**src/rtl/stopwatch_timer_ctrl.sv**
```systemverilog
// BCD stopwatch/timer with start/pause, lap hold, terminal-count stop and
// a multiplexed active-low 7-segment display driver.

module stopwatch_digit (
  input  logic [3:0] d,
  input  logic       cin,
  input  logic       up,
  output logic [3:0] q,
  output logic       cout
);
  always_comb begin
    q    = d;
    cout = 1'b0;
    if (cin) begin
      if (up) begin
        if (d >= 4'd9) begin q = 4'd0; cout = 1'b1; end
        else q = d + 4'd1;
      end else begin
        if (d == 4'd0) begin q = 4'd9; cout = 1'b1; end
        else q = d - 4'd1;
      end
    end
  end
endmodule

module stopwatch_timer_ctrl #(
  parameter int N_DIGITS      = 4,
  parameter int PRESET_DIGITS = 2,
  parameter int TICK_DIV      = 1000000,
  parameter int REFRESH_DIV   = 100000,
  parameter int DP_POS        = 2
)(
  input  logic                       clk,
  input  logic                       reset,
  input  logic                       startstop,
  input  logic                       lap,
  input  logic [1:0]                 mode,
  input  logic [4*PRESET_DIGITS-1:0] preset,
  output logic [N_DIGITS-1:0]        an,
  output logic [6:0]                 sseg,
  output logic                       dp,
  output logic                       running,
  output logic                       done
);
  localparam int TW = (TICK_DIV > 1) ? $clog2(TICK_DIV) : 1;
  localparam int RW = (REFRESH_DIV > 1) ? $clog2(REFRESH_DIV) : 1;
  localparam int IW = $clog2(N_DIGITS);

  typedef enum logic [1:0] {IDLE, RUN, PAUSE, DONE} state_t;
  typedef logic [N_DIGITS-1:0][3:0] bcd_t;

  state_t         state, state_n;
  logic [1:0]     mode_q;
  bcd_t           cnt, cnt_inc, load_val, lap_val, disp;
  logic           hold;
  logic [TW-1:0]  presc;
  logic [RW-1:0]  rcnt;
  logic [IW-1:0]  idx;
  logic [N_DIGITS-1:0] cin, cout;
  logic           up, tick, at_term, next_term, done_tick, mode_chg;
  logic [N_DIGITS-1:0] an_d;
  logic [6:0]     sseg_d;
  logic           dp_d, running_d, done_d;

  function automatic logic [6:0] seg_lo(input logic [3:0] h);
    logic [6:0] s;
    case (h)
      4'h0: s = 7'h3F;  4'h1: s = 7'h06;  4'h2: s = 7'h5B;  4'h3: s = 7'h4F;
      4'h4: s = 7'h66;  4'h5: s = 7'h6D;  4'h6: s = 7'h7D;  4'h7: s = 7'h07;
      4'h8: s = 7'h7F;  4'h9: s = 7'h6F;  4'hA: s = 7'h77;  4'hB: s = 7'h7C;
      4'hC: s = 7'h39;  4'hD: s = 7'h5E;  4'hE: s = 7'h79;  default: s = 7'h71;
    endcase
    return ~s;
  endfunction

  // Load value is built from the live mode input: used on reset and on a mode change.
  always_comb begin
    load_val = '0;
    if (mode == 2'd2)
      for (int i = 0; i < N_DIGITS; i++) load_val[i] = 4'd9;
    if (mode[0])
      for (int i = 0; i < PRESET_DIGITS; i++)
        load_val[N_DIGITS-PRESET_DIGITS+i] = (preset[4*i +: 4] > 4'd9) ? 4'd9 : preset[4*i +: 4];
  end

  assign up  = ~mode_q[1];
  assign cin = {cout[N_DIGITS-2:0], 1'b1};

  for (genvar g = 0; g < N_DIGITS; g++) begin : g_dig
    stopwatch_digit u_dig (
      .d    (cnt[g]),
      .cin  (cin[g]),
      .up   (up),
      .q    (cnt_inc[g]),
      .cout (cout[g])
    );
  end

  // Carry/borrow out of the top digit means every digit already sits at 9 (up) or 0 (down).
  assign at_term = cout[N_DIGITS-1];

  always_comb begin
    next_term = 1'b1;
    for (int i = 0; i < N_DIGITS; i++)
      if (cnt_inc[i] != (up ? 4'd9 : 4'd0)) next_term = 1'b0;
  end

  assign tick      = (state == RUN) && (presc == TW'(TICK_DIV - 1));
  assign done_tick = tick && (at_term || next_term);
  assign mode_chg  = (state != RUN) && (mode != mode_q);

  always_ff @(posedge clk) begin
    if (!reset) state <= IDLE;
    else        state <= state_n;
  end

  always_comb begin
    state_n = state;
    if (mode_chg) state_n = IDLE;
    else begin
      case (state)
        IDLE:    if (startstop) state_n = RUN;
        RUN:     if (done_tick) state_n = DONE;
                 else if (startstop) state_n = PAUSE;
        PAUSE:   if (startstop) state_n = RUN;
        default: state_n = DONE;
      endcase
    end
  end

  always_comb begin
    running_d = (state_n == RUN);
    done_d    = (state_n == DONE);
    disp      = hold ? lap_val : cnt;
    an_d      = '1;
    an_d[idx] = 1'b0;
    sseg_d    = seg_lo(disp[idx]);
    dp_d      = !(int'(idx) == DP_POS);
  end

  always_ff @(posedge clk) begin
    if (!reset) begin
      mode_q  <= mode;
      cnt     <= load_val;
      presc   <= '0;
      rcnt    <= '0;
      idx     <= '0;
      hold    <= 1'b0;
      lap_val <= '0;
    end else begin
      if (mode_chg) begin
        mode_q <= mode;
        cnt    <= load_val;
      end else if (tick && !at_term) begin
        cnt <= cnt_inc;
      end

      presc <= (state == RUN && state_n == RUN && !tick) ? presc + 1'b1 : '0;

      // Lap capture takes the pre-tick count of this edge.
      if (mode_chg || (state_n == DONE && state != DONE)) begin
        hold <= 1'b0;
      end else if (state == RUN && lap) begin
        hold <= ~hold;
        if (!hold) lap_val <= cnt;
      end

      if (rcnt == RW'(REFRESH_DIV - 1)) begin
        rcnt <= '0;
        idx  <= (idx == IW'(N_DIGITS - 1)) ? '0 : idx + 1'b1;
      end else begin
        rcnt <= rcnt + 1'b1;
      end
    end
  end

  always_ff @(posedge clk) begin
    if (!reset) begin
      an      <= '1;
      sseg    <= 7'h7F;
      dp      <= 1'b1;
      running <= 1'b0;
      done    <= 1'b0;
    end else begin
      an      <= an_d;
      sseg    <= sseg_d;
      dp      <= dp_d;
      running <= running_d;
      done    <= done_d;
    end
  end
endmodule
```
**config.mk**
```make
export PLATFORM = sky130hd
export DESIGN_NAME = stopwatch_timer_ctrl
export DESIGN_NICKNAME = d
export VERILOG_FILES = /design/src/rtl/stopwatch_timer_ctrl.sv
export SDC_FILE = /design/constraint.sdc
export NUM_CORES = 1
export LEC_CHECK = 0
export ABC_CLOCK_PERIOD_IN_PS = 3800
export BUFFER_PORTS_ARGS = -buffer_cell sky130_fd_sc_hd__clkbuf_2
export CAP_MARGIN = 20
export CORE_ASPECT_RATIO = 1.75
export CORE_MARGIN = 1.5
export CORE_UTILIZATION = 42
export CTS_CLUSTER_DIAMETER = 60
export DETAILED_ROUTE_END_ITERATION = 6
export GPL_ROUTABILITY_DRIVEN = 0
export HOLD_SLACK_MARGIN = 0.06
export SYNTH_ARGS = -nofsm -noshare
export SYNTH_HDL_FRONTEND = slang
export SYNTH_SLANG_ARGS = --single-unit
```
**constraint.sdc**
```tcl
create_clock -name clk -period 3.8 [get_ports clk]
set_input_delay 0 -clock clk [delete_from_list [all_inputs] [get_ports clk]]
set_output_delay 0 -clock clk [all_outputs]
set_load 0.02 [all_outputs]
```
==> flow_summary.yaml, run 1 <==
outcome:
  run_status: "finished, final reports clean"
clocking:
  cts_max_level: 3
  cts_buffers: 9
  cts_tree: "done"
  clkTransAtPathRegs_ps: 70
  clock_tree.buffer_depth: 2
  cts.sinks: 89
  cts_setup_buffers: 0
  clockRootBuffer: "clkbuf_16"
  insertion_delay_ps: 340
timing:
  rsz0062_at_grt: "false"
  fin_setup_tns_ps: 0
  hold_violations: 0
  worst_slew_pin_slew_ps: 742
  report.final.slew_viol_count: 0
  min_period_ps: 3580
  setup_viol: 0
  fmax_mhz: 279
  max_slew_margin: 0.504
  fin_crit_sh: 0.942
  fin_skew_ps: 8.07
setup_path:
  start_kind: "flip-flop"
  worstPathRequired_ps: 4020
  critical_path_class: "flip-flop to flip-flop"
  crit_path_max_fanout: 16
  cp_common_cell: "buf_4"
  cp.arrival_ps: 3800
  slowest_stage: "or4b_1"
  path_cells: "inv_1, ha_1, nand4bb_1, o21a_1, buf_4, a2111oi_1, buf_4, o211ai_1, or4b_1, a211o_1, and3_1, buf_4, mux2i_1"
  max_stage_delay_ps: 480
  cp-end-kind: "flip-flop"
yosys:
  syn_inst: 596
  synth_compound_area_frac: 0.139
  muxShareOfSynthArea: 0.0813
  synthXorXnorAreaFrac: 0.0619
  synth_edf_count: 18
  ys_seq_area_frac: 0.375
  synth_top_family_by_area: "simple AND/OR/NAND/NOR gates"
  synth_cell_types: 72
  avgSynthCellArea_um2: 8.78
  syn_area_um2: 5230
  ys_warn_count: 0
  synth_fp_nets: 635
  yosys.area_share.simple: 0.234
  synth_adder_area_share: 0.0598
  ys_async_sr_fraction: 0
  synth-seq-cells: 89
  synthFlopType: "dfxtp_1"
finish:
  postLayoutCoreUtil: 0.497
  diodes: 0
  final_area_um2: 6000
  fin_nets: 669
  drive_gt1_frac: 0.129
  syn2layout_area_growth_pct: 14.6
drt:
  wl_mm: 11.9
  drtPass1Iterations: 4
  ant_nets: 0
  avgRoutedWirePerCell_um: 14.9
  via_per_inst: 5.42
  num_vias: 4336
  initialDrtViolationCount: 191
  drc: 0
grt:
  grtUsageTotal: 0.190
  grt_overflow: 0
  grt_pass1_wl_mm: 19.6
  grt_pass1_vias: 4175
  antenna_found_initial: 0
  grt_max_degree: 50
pwr:
  p_per_area_nw_per_um2: 466
  power.leakage_nw: 2.29
  ir_worst_vdd_uv: 256
job:
  drv_cap: 0
floorplanning:
  row_count: 53
  core_um2: 12100
  pin_count: 28
  die_h_um: 151
  fp.dieW_um: 87.4
  initial_core_util: 0.434
  die_area_um2: 13200
hold_path:
  hold_path_class: "input pin to flip-flop"
place:
  place_area_um2: 5570
  io_buffer_count: 27
  hpwl_mm: 8.90
## registers in the layout, indices dropped and copies added (netlist names), 2 cells and up
name / count
presc: 20
rcnt: 17
cnt: 16
lap_val: 16
sseg: 7
an: 4
idx: 2
mode_q: 2
state: 2
## report_power, final
part	internal [mW]	switching, mW	total (mW)
registers	1.03	0.0690	1.10
clock network	0.582	0.384	0.966
logic	0.295	0.430	0.725
total	1.91	0.883	2.79
## cell type report
cell class,count,area (um2)
clock buffer,9,225
fill,1156,6070
clock inverter,7,97.6
sequential,89,1960
tap,165,206
multi-input combinational,448,3030
timing repair buffer,57,383
inverter,25,93.8
## placed cells by master, fill, tap and decap left out, drive strengths merged, types with 9 or more instances in the layout
master	instances
a21oi	17
and3	10
buf	21
clkbuf	36
dfxtp	71
dlygate4sd3	9
edfxtp	18
ha	25
inv	28
mux2i	23
nand2	83
nand3	25
nand4	9
nor2	63
nor2b	12
o211ai	10
o21ai	29
o31ai	9
xnor2	11
xor2	26
## cells in the mapped netlist, types with 3 or more instances
master | number | share of area
a211oi_1 | 4 | 0.0057
a21oi_1 | 17 | 0.016
a32oi_1 | 3 | 0.0050
and2_1 | 7 | 0.0084
and3_1 | 10 | 0.012
and4_1 | 3 | 0.0050
buf_2 | 3 | 0.0029
buf_6 | 3 | 0.0065
clkbuf_1 | 24 | 0.017
dfxtp_1 | 71 | 0.27
edfxtp_1 | 18 | 0.10
ha_1 | 25 | 0.060
inv_1 | 23 | 0.016
mux2i_1 | 23 | 0.044
mux4_2 | 8 | 0.034
nand2_1 | 83 | 0.060
nand2b_1 | 5 | 0.0060
nand3_1 | 25 | 0.024
nand3b_1 | 3 | 0.0043
nand4_1 | 9 | 0.011
nor2_1 | 63 | 0.045
nor2b_1 | 12 | 0.014
nor3_1 | 4 | 0.0038
o211ai_1 | 10 | 0.014
o21ai_0 | 28 | 0.027
o22ai_1 | 3 | 0.0036
o311ai_0 | 3 | 0.0050
o31ai_1 | 9 | 0.013
or3_1 | 3 | 0.0036
or3b_1 | 3 | 0.0050
or4_1 | 3 | 0.0043
xnor2_1 | 11 | 0.018
xor2_1 | 26 | 0.044
## what timing repair did
item | 4_1_cts | 5_1_grt
resized for setup | 0 | 3
endpoints found under the setup margin | 0 | 12
hold buffers | 9 | 0
endpoints found under the hold margin | 11 | 0
## worst paths after layout
check	slack [ps]	startpoint	to	depth (start not counted)
worst max register to register	220	cnt[1]	lap_val[3]	13
worst min-delay path	90	preset[0]	cnt[8]	4
worst max-delay path	220	cnt[1]	lap_val[3]	13
worst min register to register	450	presc[0]	presc[0]	1
## critical path: cells and delay by family (launching register included)
| kind | cells | cell delay, ps |
|---|---|---|
| AO/OA/AOI/OAI | 4 | 1020 |
| adder cells (fa/ha/maj) | 1 | 300 |
| buffers and inverters | 4 | 710 |
| flip-flops | 1 | 390 |
| multiplexers | 1 | 150 |
| AND/OR/NAND/NOR | 3 | 880 |
## per-layer routing
| metal | routed length, um | track usage | vias to the layer above | share of wire |
|---|---|---|---|---|
| met3 | 285 | 0.0307 | 19 | 0.024 |
| met2 | 6670 | 0.368 | 82 | 0.56 |
| met1 | 4670 | 0.197 | 2062 | 0.39 |
| li1 | - | - | 2173 | - |
| met4 | 284 | 0.0714 | 0 | 0.024 |
| met5 | 0 | 0 | - | 0 |
## kinds of logic after synthesis
family / Yosys count
and+or+nand+nor: 248
AOI/OAI and AO/OA: 106
DFF: 89
buffers and inverters: 59
xor gates and xnor gates: 37
muxes: 32
adders and majority gates: 25
## metrics by stage
step | worst slack [ps] | std cells | hold slack, ps | power, mW
2_1_floorplan | 188 | 596 | 98.9 | 1.63
3_3_place_gp | 243 | 775 | 317 | 1.82
3_5_place_dp | 171 | 775 | 323 | 1.83
4_1_cts | 150 | 800 | 80.8 | 2.80
5_1_grt | 27.5 | 800 | 124 | 2.94
6_report | 221 | 800 | 87.5 | 2.79
Note: power is estimated with default switching activity, not from simulation.
==> inputs of run 2 (changes only) <==
Settings changed: REMOVE_ABC_BUFFERS set to 1.
==> flow_summary.yaml, run 2 (synthesized netlist as in run 1, its figures left out) <==
drt:
  drtPass1Iterations: 5
  ant_nets: 0
  avgRoutedWirePerCell_um: 15.1
  wl_mm: 12.1
  via_per_inst: 5.48
  num_vias: 4364
  initialDrtViolationCount: 179
  drc: 0
grt:
  grt_pass1_vias: 4322
  gr-usage-met2: 0.368
  grt_overflow: 0
  antenna_found_initial: 0
  use_met1: 0.205
  grtUsageTotal: 0.194
  use_met3: 0.0313
  grt_pass1_wl_mm: 20.1
  grt_max_degree: 50
  top_usage_layer: "met2"
finish:
  fillers: 1201
  fin_cells: 797
  diodes: 0
  seqCellArea_um2: 1960
  fin_nets: 666
  largest_reg_flops: 20
  drive_gt1_frac: 0.131
  layout_common_cells: "nand2_1, dfxtp_1, nor2_1"
  top_regs: "presc: 20 flops, rcnt: 17 flops"
  multiInputGateArea_um2: 3030
  top_register: "presc"
  syn2layout_area_growth_pct: 13.3
  layout_commonest_cell: "nand2_1"
clocking:
  clockRootBuffer: "clkbuf_16"
  cts_tree: "done"
  cts.sinks: 89
  clock_tree.buffer_depth: 2
  cts_max_level: 3
  insertion_delay_ps: 340
  cts_buffers: 9
  clkTransAtPathRegs_ps: 70
timing:
  worst_slew_pin_slew_ps: 752
  max_slew_margin: 0.498
  report.final.slew_viol_count: 0
  fin_setup_tns_ps: 0
  fin_skew_ps: 9.45
  fin_crit_sh: 0.948
  hold_violations: 0
  rsz0062_at_grt: "false"
  setup_slack_ps: 196
  min_period_ps: 3600
  fmax_mhz: 277
  setup_viol: 0
place:
  dp.cells: 772
  hpwl_mm: 8.96
  io_buffer_count: 27
  pre_cts_ws_ps: 132
setup_path:
  crit_path_max_fanout: 16
  r2r_slack_ps: 200
  cp_common_cell: "buf_4"
  reg2reg_from: "cnt[8]"
  start_kind: "flip-flop"
  r2r-end: "lap_val[1]"
  cp-end-kind: "flip-flop"
  worstPathRequired_ps: 4010
  slowest_stage: "or4b_1"
  cp-startpoint: "cnt[8]"
  critical_path_class: "flip-flop to flip-flop"
  path_cells: "buf_4, ha_1, or3b_1, a2bb2oi_1, nor3_4, mux2_4, or4b_1, a211o_1, and3_1, buf_4, mux2i_1"
  cp.arrival_ps: 3820
  r2r_cells: 11
  crit_path_end: "lap_val[1]"
  max_stage_delay_ps: 500
floorplanning:
  core_um2: 12100
  row_count: 53
  die_h_um: 151
  fp.dieW_um: 87.4
  die_area_um2: 13200
  initial_core_util: 0.434
  pin_count: 28
hold_path:
  hold_path_class: "input pin to flip-flop"
pwr:
  p_per_area_nw_per_um2: 453
  power.leakage_nw: 2.25
  ir_worst_vdd_uv: 212
job:
  drv_cap: 0
outcome:
  run_status: "finished, final reports clean"
[run 2: final cells by class]
type	instances	share of cell area
Multi-Input combinational cell	448	0.511
Sequential cell	89	0.331
Timing Repair Buffer	54	0.0599
Clock buffer	10	0.0403
Tap cell	165	0.0348
Inverter	25	0.0158
Clock inverter	6	0.00696
[run 2: report_power, final]
group | internal, mW | switching [mW]
registers | 1.03 | 0.0743
clock network | 0.463 | 0.380
logic | 0.301 | 0.438
total | 1.80 | 0.892
[run 2: timing repair]
| item | in CTS | in global routing |
|---|---|---|
| hold buffers | 7 | 0 |
| setup buffers | 0 | 2 |
| resized for setup | 0 | 4 |
| endpoints found under the setup margin | 0 | 16 |
| endpoints found under the hold margin | 9 | 0 |
[run 2: worst min-delay path by stage]
stage / start / to / slack [ps] / depth (start not counted)
floorplan: reset / an[0] / 60 / 1
global placement: mode[1] / mode_q[1] / 270 / 1
detailed placement: mode[1] / mode_q[1] / 260 / 1
global route: preset[7] / cnt[15] / 70 / 3
finish: preset[7] / cnt[15] / 70 / 3
CTS: preset[2] / cnt[10] / 70 / 3
[run 2: metrics by stage]
step | util | hold WS, ps | instance area (um2) | power, mW
2_1_floorplan | - | 61.9 | 5070 | 1.60
3_3_place_gp | 0.460 | 268 | 5550 | 1.81
3_5_place_dp | 0.460 | 261 | 5550 | 1.83
4_1_cts | 0.489 | 65.0 | 5900 | 2.69
5_1_grt | 0.491 | 74.9 | 5930 | 2.83
6_report | 0.491 | 69.9 | 5930 | 2.69
[run 2: layer usage]
metal / routed length [um] / up-vias / share of wire
met2: 6760 / 87 / 0.56
li1: - / 2171 / -
met4: 212 / 0 / 0.018
met3: 365 / 13 / 0.030
met1: 4720 / 2093 / 0.39
met5: 0 / - / 0
[run 2: critical path: cells and delay by family, from the launching register on]
family                   cells  cell delay, ps
adder cells (fa/ha/maj)      1             200
AND/OR/NAND/NOR              4            1250
multiplexers                 2             480
flip-flops                   1             410
AO/OA/AOI/OAI                2             710
buffers and inverters        2             430
